<file path="src/rtl/muladd_pkg.sv">
// muladd_pkg: shared definitions for the muladd feeder.
//   DEF_SIZE / DEF_DW / DEF_AW : default frame length, data width, address width
//   feeder_state_t             : feeder control states
package muladd_pkg;

  localparam int DEF_SIZE = 16;
  localparam int DEF_DW   = 32;
  localparam int DEF_AW   = 4;

  typedef enum logic [1:0] {
    LOAD  = 2'd0,
    START = 2'd1,
    RUN   = 2'd2,
    OUT   = 2'd3
  } feeder_state_t;

endpackage

</file>
<file path="src/rtl/muladd_feeder_buf.sv">
// muladd_feeder_buf: SIZE x DW operand buffer, one write port, one registered
// read port (1-cycle latency, kernel BRAM style).
//   i_clk, i_rst_n     : clock, synchronous active-low reset (read register only)
//   i_we/i_waddr/i_wdata : write port
//   i_re/i_raddr       : read enable / address; out-of-range address reads 0
//   o_rdata            : registered read data, holds when i_re=0
module muladd_feeder_buf #(
  parameter int SIZE = 16,
  parameter int DW   = 32,
  parameter int AW   = 4
) (
  input  logic          i_clk,
  input  logic          i_rst_n,
  input  logic          i_we,
  input  logic [AW-1:0] i_waddr,
  input  logic [DW-1:0] i_wdata,
  input  logic          i_re,
  input  logic [AW-1:0] i_raddr,
  output logic [DW-1:0] o_rdata
);

  localparam logic [AW:0] LIMIT = (AW+1)'(SIZE);

  // Storage is never cleared: a new frame always overwrites every entry
  // before the kernel is started.
  logic [DW-1:0] r_mem [SIZE];
  logic [DW-1:0] r_rdata;
  logic          w_in_range;

  assign w_in_range = ({1'b0, i_raddr} < LIMIT);

  always_ff @(posedge i_clk) begin
    if (i_we) r_mem[i_waddr] <= i_wdata;
  end

  always_ff @(posedge i_clk) begin
    if (!i_rst_n)  r_rdata <= '0;
    else if (i_re) r_rdata <= w_in_range ? r_mem[i_raddr] : '0;
  end

  assign o_rdata = r_rdata;

endmodule

</file>
<file path="src/rtl/muladd_feeder.sv">
// muladd_feeder: collects SIZE (a,b) operand pairs, starts the muladd kernel
// through ap_ctrl_hs, serves the kernel's a/b read ports and returns the
// kernel result on a valid/ready port.
//   ap_clk, ap_rst_n              : clock, synchronous active-low reset
//   s_valid/s_ready/s_a/s_b       : operand pair input stream
//   k_ap_start/ready/done/idle    : kernel control handshake
//   k_a_*, k_b_*                  : kernel buffer read ports (1-cycle latency)
//   k_ap_return                   : kernel result
//   m_valid/m_ready/m_data        : result output
//   mismatch                      : sticky self-check flag
// Build option: define MULADD_FEEDER_SELFCHECK_EN to accumulate sum(a*b)
// during LOAD and flag a kernel result that disagrees; otherwise mismatch=0.
module muladd_feeder
  import muladd_pkg::*;
#(
  parameter int SIZE = DEF_SIZE,
  parameter int DW   = DEF_DW,
  parameter int AW   = DEF_AW
) (
  input  logic          ap_clk,
  input  logic          ap_rst_n,
  input  logic          s_valid,
  output logic          s_ready,
  input  logic [DW-1:0] s_a,
  input  logic [DW-1:0] s_b,
  output logic          k_ap_start,
  input  logic          k_ap_ready,
  input  logic          k_ap_done,
  input  logic          k_ap_idle,
  input  logic [AW-1:0] k_a_address0,
  input  logic          k_a_ce0,
  output logic [DW-1:0] k_a_q0,
  input  logic [AW-1:0] k_b_address0,
  input  logic          k_b_ce0,
  output logic [DW-1:0] k_b_q0,
  input  logic [DW-1:0] k_ap_return,
  output logic          m_valid,
  input  logic          m_ready,
  output logic [DW-1:0] m_data,
  output logic          mismatch
);

  localparam logic [AW-1:0] LAST = AW'(SIZE - 1);

  feeder_state_t r_state;
  logic [AW-1:0] r_wr_ptr;
  logic          r_s_ready;
  logic          r_start;
  logic          r_m_valid;
  logic [DW-1:0] r_m_data;

  logic w_accept;
  logic w_capture;
  logic w_unused;

  // Kernel status is informational only.
  assign w_unused = k_ap_idle;

  assign w_accept  = (r_state == LOAD) && s_valid && r_s_ready;
  // Result capture covers both the normal RUN path and the case where the
  // kernel finishes in the same cycle it accepts start.
  assign w_capture = ((r_state == START) && k_ap_ready && k_ap_done) ||
                     ((r_state == RUN) && k_ap_done);

  always_ff @(posedge ap_clk) begin
    if (!ap_rst_n) begin
      r_state   <= LOAD;
      r_wr_ptr  <= '0;
      r_s_ready <= 1'b0;
      r_start   <= 1'b0;
      r_m_valid <= 1'b0;
      r_m_data  <= '0;
    end else begin
      case (r_state)
        LOAD: begin
          r_s_ready <= 1'b1;
          if (w_accept) begin
            if (r_wr_ptr == LAST) begin
              r_wr_ptr  <= '0;
              r_s_ready <= 1'b0;
              r_start   <= 1'b1;
              r_state   <= START;
            end else begin
              r_wr_ptr <= r_wr_ptr + 1'b1;
            end
          end
        end
        START: begin
          if (k_ap_ready) begin
            r_start <= 1'b0;
            if (k_ap_done) begin
              r_m_data  <= k_ap_return;
              r_m_valid <= 1'b1;
              r_state   <= OUT;
            end else begin
              r_state <= RUN;
            end
          end
        end
        RUN: begin
          if (k_ap_done) begin
            r_m_data  <= k_ap_return;
            r_m_valid <= 1'b1;
            r_state   <= OUT;
          end
        end
        OUT: begin
          if (m_ready) begin
            r_m_valid <= 1'b0;
            r_s_ready <= 1'b1;
            r_state   <= LOAD;
          end
        end
        default: r_state <= LOAD;
      endcase
    end
  end

`ifdef MULADD_FEEDER_SELFCHECK_EN
  logic [DW-1:0] r_acc;
  logic          r_mismatch;
  logic [DW-1:0] w_prod;

  assign w_prod = s_a * s_b;

  always_ff @(posedge ap_clk) begin
    if (!ap_rst_n) begin
      r_acc      <= '0;
      r_mismatch <= 1'b0;
    end else begin
      // First pair of a frame restarts the sum.
      if (w_accept) r_acc <= (r_wr_ptr == '0) ? w_prod : r_acc + w_prod;
      if (w_capture && (k_ap_return != r_acc)) r_mismatch <= 1'b1;
    end
  end

  assign mismatch = r_mismatch;
`else
  assign mismatch = 1'b0;
`endif

  muladd_feeder_buf #(.SIZE(SIZE), .DW(DW), .AW(AW)) u_buf_a (
    .i_clk   (ap_clk),
    .i_rst_n (ap_rst_n),
    .i_we    (w_accept),
    .i_waddr (r_wr_ptr),
    .i_wdata (s_a),
    .i_re    (k_a_ce0),
    .i_raddr (k_a_address0),
    .o_rdata (k_a_q0)
  );

  muladd_feeder_buf #(.SIZE(SIZE), .DW(DW), .AW(AW)) u_buf_b (
    .i_clk   (ap_clk),
    .i_rst_n (ap_rst_n),
    .i_we    (w_accept),
    .i_waddr (r_wr_ptr),
    .i_wdata (s_b),
    .i_re    (k_b_ce0),
    .i_raddr (k_b_address0),
    .o_rdata (k_b_q0)
  );

  assign s_ready    = r_s_ready;
  assign k_ap_start = r_start;
  assign m_valid    = r_m_valid;
  assign m_data     = r_m_data;

endmodule

</file>
<file path="config.mk">
export PLATFORM = sky130hd
export DESIGN_NAME = muladd_feeder
export DESIGN_NICKNAME = d
export VERILOG_FILES = /design/src/rtl/muladd_pkg.sv /design/src/rtl/muladd_feeder_buf.sv /design/src/rtl/muladd_feeder.sv
export SDC_FILE = /design/constraint.sdc
export NUM_CORES = 1
export LEC_CHECK = 0
export CAP_MARGIN = 10
export CORE_ASPECT_RATIO = 1.75
export CORE_MARGIN = 1.5
export CORE_UTILIZATION = 25
export DETAILED_ROUTE_END_ITERATION = 6
export GPL_TIMING_DRIVEN = 0
export PLACE_DENSITY_LB_ADDON = 0.25
export SYNTH_ARGS = -nofsm -noshare
export SYNTH_HDL_FRONTEND = slang
export SYNTH_SLANG_ARGS = --single-unit
</file>
<file path="constraint.sdc">
create_clock -name ap_clk -period 9.64 [get_ports ap_clk]
set_clock_uncertainty 0.15 [all_clocks]
set_input_delay 1.928 -clock ap_clk [delete_from_list [all_inputs] [get_ports ap_clk]]
set_output_delay 1.928 -clock ap_clk [all_outputs]
set_load 0.005 [all_outputs]
</file>
Yosys cells after proc, flatten, opt, wreduce, memory -nomap -nowiden

Memories as Yosys holds them, arrays and structs flattened. A register that Yosys moved wholly into a read port is not among the register bits.
Index checks and enable logic that the tools add are counted.

Add/sub/neg operators: 1
Multipliers: 0
Div/mod/pow operators: 0
Magnitude comparators: 0
Equality and inequality tests: 9
Shifts and indexed selects: 0
Muxes and demuxes: 25
Bitwise gates (word level): 0
Reductions and logical operators: 15

Operators by type and width:

| operator                                              | count |
|---|---|
| two-way mux 32 bit                                    | 2 |
| one-hot mux 32 bit (2 select lines)                   | 1 |
| two-way mux 1 bit                                     | 12 |
| two-way mux 2 bit                                     | 5 |
| one-hot mux 2 bit (4 select lines)                    | 1 |
| inequality test 2 bit, second input constant          | 3 |
| AND reduction 2 bit                                   | 3 |
| nonzero test 2 bit                                    | 3 |
| AND reduction 5 bit                                   | 1 |
| adder 4 x 1 -> 4 bit, second input constant           | 1 |
| == test 2 bit, second input constant                  | 2 |
| == test 4 bit, second input constant                  | 1 |
| two-way mux 4 bit                                     | 1 |
| inequality test 2 x 1 -> 1 bit, second input constant | 2 |
| one-hot mux 1 bit (2 select lines)                    | 2 |
| AND reduction 4 bit                                   | 1 |
| one-hot mux 1 bit (3 select lines)                    | 1 |
| AND reduction 3 bit                                   | 1 |
| nonzero test 3 bit                                    | 1 |
| == test 2 x 1 -> 1 bit, second input constant         | 1 |
| logical AND 1 bit                                     | 2 |
| zero test 1 bit                                       | 2 |
| zero test 2 bit                                       | 1 |

Flip-flop bits (word level): 41
Bits in latches: 0
RAM bits: 1024
Memory bits (read-only): 0
Word-level logic and storage cells: 58
Memories: 2

Memories:

| memory        | words | bits a word | rd ports | clocked after memory_dff | write ports | line                    | RTL |
|---|---|---|---|---|---|---|---|
| u_buf_a.r_mem | 16    | 32          | 1        | 1                        | 1           | muladd_feeder_buf.sv:26 | `logic [DW-1:0] r_mem [SIZE];` |
| u_buf_b.r_mem | 16    | 32          | 1        | 1                        | 1           | muladd_feeder_buf.sv:26 |  |

Depth between registers and ports, before layout

Depth in word-level cells: 5
Mapped depth: 8

Cells and area by module

From an unflattened synthesis, not the netlist that was laid out.

Cell total of the unflattened synthesis: 2637
Area total of the unflattened synthesis: 43370.3 µm²

By module, submodules not included:

| module            | instances | cells each | area an instance (µm²) | sequential area each (µm²) |
|---|---|---|---|---|
| muladd_feeder_buf | 2         | 1216       | 20866.3                | 16015.4 |
| muladd_feeder     | 1         | 205        | 1637.8                 | 820.8 |

Worst setup path before layout

OpenSTA, ideal clock, no wires.

Kind: input port to flip-flop
Start: input port s_valid
End: memory u_buf_a.r_mem[3][0], enable pin
Library setup time: 565 ps
Arrival time: 6677 ps
Data required time: 8925 ps
Slack: 2248 ps
Stages on the path: 4
Buffers on the path: 1
Path through: and3_1 -> buf_2 -> nand2_1 -> nor3_1

Word-level cells in the longest chain between the ends: 4

RTL lines:

| what                                    | line                    | RTL |
|---|---|---|
| start: declaration                      | muladd_feeder.sv:22     | `input logic s_valid,` |
| logical AND 1 bit (2 in series)         | muladd_feeder.sv:59     | `assign w_accept = (r_state == LOAD) && s_valid && r_s_ready;` |
| two-way mux 1 bit                       | muladd_feeder_buf.sv:33 | `if (i_we) r_mem[i_waddr] <= i_wdata;` |
| two-way mux 1 bit (not written as such) | muladd_feeder_buf.sv:33 |  |
| end: declaration                        | muladd_feeder_buf.sv:26 |  |

No other way between the ends.

Worst setup path after layout

Start: input port s_valid
End: memory u_buf_a.r_mem[1][14], enable pin

The elaborated chain is that of the path after synthesis.

==> results.toml <==
[die]
die_height_um = 553
core_um2 = 172000
initial_core_util_pct = 25.2
dieArea_um2 = 176000
rows = 201
die_w_um = 318
io_pins = 213

[place]
portBuffers = 208
dp_hpwl_um = 86400
gp_congestion = 0.723
dp.cells = 5133

[clock_tree]
clk_pin_slew_ps = 60
clockBufferDepth = 3
cts_resized = 0
htree_levels = 3
clock_sinks = 1129
cts-root-buf = "clkbuf_16"
cts_buffers = 108
cts_setup_buffers = 0
cts_tree = "built"
clk_latency_ps = 720
hold_buffers = 0

[setup_path]
path_class = "in -> reg"
rrSetupSlack_ps = 6130
cp-startpoint = "s_valid"
start_kind = "input pin"
critPathSlowestCell = "nor3_2"
critPathCapture = "u_buf_a.r_mem[1][14]$_DFFE_PP_"
crit_family = "buffers and inverters"
cp.buffers_inverters = 8
r2r_cells = 12
cpPeakStageDelay_ps = 520
path_cells = "clkdlybuf4s50_1 > and3_1 > buf_2 > nand2_1 > nor3_2 > buf_6 > buf_6 > buf_6 > buf_6 > buf_6 > buf_4"
reg2reg_from = "r_state[0]$_SDFFE_PN0P_"
end_kind = "flip-flop"
worst_ep_required_time_ps = 9890
cp.arrival_ps = 4640
crit_top_cell = "buf_6"
r2r-end = "u_buf_a.r_mem[1][14]$_DFFE_PP_"
crit_fanout = 8
cp.depth = 11

[logic_synthesis]
ys_warn_count = 0
synth-seq-cells = 1129
synth_cells = 2614
async_flop_share_pct = 0
ys.flop_type = "edfxtp_1"
ys_types = 38
synth_fp_nets = 2736
synth_area_per_cell_um2 = 16.6
synth_area_um2 = 43300
synth_edf_count = 1024
ys_seq_area_share_pct = 75.9

[finish]
postLayoutCoreUtil_pct = 31.0
areaGrowthSynthToFinish_pct = 22.8
layout_commonest_cell = "edfxtp_1"
nNetsFinal = 3132
n_fill_cell = 17000
final_cell_mix = "1,024 x edfxtp_1, 512 x mux2i_1, 264 x nand2_1, 208 x clkdlybuf4s50_1, 197 x nand3_1"
drive_above_1_share_pct = 11.8
stdcell_count = 5336
regArea_um2 = 32900
multiInputGateArea_um2 = 9450

[timing]
timing.fmax_ghz = 0.228
fin_setup_tns_ps = 0
post-route-period-util_pct = 45.5
fin_crit_ps = 4390
setup_viol = 0
worstMarginPinSlew_ps = 992
final-hold-violation-count = 0
max_slew_margin_pct = 33.9
rsz0062_at_grt = "no"
maxSlewViolCount = 0

[min_path]
hp-class = "reg -> reg"
worstHoldPathCells = 2
hp-start = "u_buf_b.o_rdata[17]$_SDFFE_PN0P_"

[power]
leakagePower_uw = 0.0183
vdd_drop_max_v = 0.000128
p_per_area_nw_per_um2 = 194

[detailed_routing]
via_count = 23400
vias_per_cell = 4.38
dr.pass1.iters = 5
drtIter0Drc = 1409
drt_drc_violations_left = 0
wl_um = 126000
wl_per_cell_um = 23.5
final_antenna_net_count = 0

[global_routing]
grt_first_pass_wirelength_um = 177000
grt_pass1_vias = 24500
grt.total_usage_pct = 14.1
grt_max_degree = 23
grt_overflow = 0
grt_antenna_before_repair = 9

[outcome]
status = "complete, no violations"

[run]
max_cap_violations = 0
## flip-flops by register name, indices dropped and copies added (netlist names)
signal and flops:
u_buf_a.o_rdata 32, s_ready 1, m_data 32, u_buf_b.r_mem 512, u_buf_a.r_mem 512, r_wr_ptr 4, m_valid 1, k_ap_start 1
u_buf_b.o_rdata 32, r_state 2
## cell usage after synthesis, types with 2 or more instances
| cell | n | share of area (%) |
|---|---|---|
| o21ai_0 | 2 | 0.023 |
| a21oi_1 | 164 | 1.9 |
| buf_8 | 12 | 0.42 |
| dfxtp_1 | 105 | 4.9 |
| nor2b_1 | 7 | 0.10 |
| buf_4 | 12 | 0.21 |
| nand3_1 | 197 | 2.3 |
| ha_1 | 9 | 0.26 |
| edfxtp_1 | 1024 | 71 |
| clkbuf_1 | 43 | 0.37 |
| xor2_1 | 2 | 0.040 |
| nand2b_1 | 2 | 0.029 |
| and2_1 | 3 | 0.043 |
| nor2_2 | 2 | 0.029 |
| mux2i_1 | 512 | 12 |
| a22oi_1 | 128 | 2.2 |
| nor3_1 | 6 | 0.069 |
| a211oi_1 | 2 | 0.035 |
| nand2_1 | 264 | 2.3 |
| nand3b_1 | 2 | 0.035 |
| nor2_1 | 19 | 0.16 |
| inv_1 | 5 | 0.043 |
| a31oi_1 | 2 | 0.029 |
| buf_2 | 38 | 0.44 |
| buf_6 | 39 | 1.0 |
## layout make-up
cell class	count	area share (%)
Antenna cell	2	0.00942
Clock buffer	147	5.61
Tap cell	2233	5.26
Buffer	145	2.01
Clock inverter	54	1.16
Inverter	6	0.0424
Sequential cell	1129	61.8
Multi-Input combinational cell	1334	17.8
Timing Repair Buffer	286	6.29
## per-stage QoR
| step | cell area (um^2) | power [uW] | setup slack (ps) | hold WS [ps] |
|---|---|---|---|---|
| after floorplan | 43300 | 5760 | 2250 | 300 |
| after global placement | 48200 | 6080 | -5480 | 289 |
| after detailed placement | 49500 | 6080 | 4460 | 294 |
| after CTS | 53100 | 10500 | 5240 | 307 |
| after global routing | 53100 | 10600 | 5150 | 323 |
| final | 53100 | 10300 | 5250 | 303 |
## where the power goes
part | leakage [uW] | switching [uW] | internal, uW | total (uW)
clock network | 0.00177 | 1860 | 2510 | 4370
logic | 0.00641 | 334 | 220 | 554
registers | 0.0101 | 26.0 | 5380 | 5410
## worst register-to-register path: cells and delay by family, from the launching register on
family | cells | cell delay (ps)
buffers and inverters | 8 | 1490
and+or+nand+nor | 3 | 930
DFF | 1 | 340
adders and majority gates | 1 | 280
## how the worst min path moves through the flow
| stage | to |
|---|---|
| 2_1_floorplan | u_buf_a.o_rdata[0]$_SDFFE_PN0P_ |
| 3_3_place_gp | u_buf_b.o_rdata[0]$_SDFFE_PN0P_ |
| 3_5_place_dp | u_buf_b.o_rdata[31]$_SDFFE_PN0P_ |
| 4_1_cts | m_data[22]$_SDFFE_PN0P_ |
| 5_1_grt | m_data[18]$_SDFFE_PN0P_ |
| 6_report | u_buf_b.o_rdata[17]$_SDFFE_PN0P_ |
## cells by family after synthesis
group,count (synthesis),share of synthesized area (%)
muxes,513,11.9
and+or+nand+nor,504,5.07
adders and majority gates,9,0.260
DFF,1129,75.9
other,1,0.00867
xor gates and xnor gates,3,0.0607
AOI/OAI and AO/OA,304,4.31
buffers and inverters,151,2.52
## routing by layer
layer / vias to the layer above / track usage, % / share of wire [%] / routed length (um)
met3: 211 / 2.05 / 3.5 / 4440
met5: - / 0 / 0.045 / 56
met1: 11800 / 14.8 / 37 / 46800
met2: 494 / 28.0 / 56 / 70600
met4: 10 / 5.06 / 3.0 / 3720
li1: 10800 / - / - / -
Power figures use the tool's default switching activity.
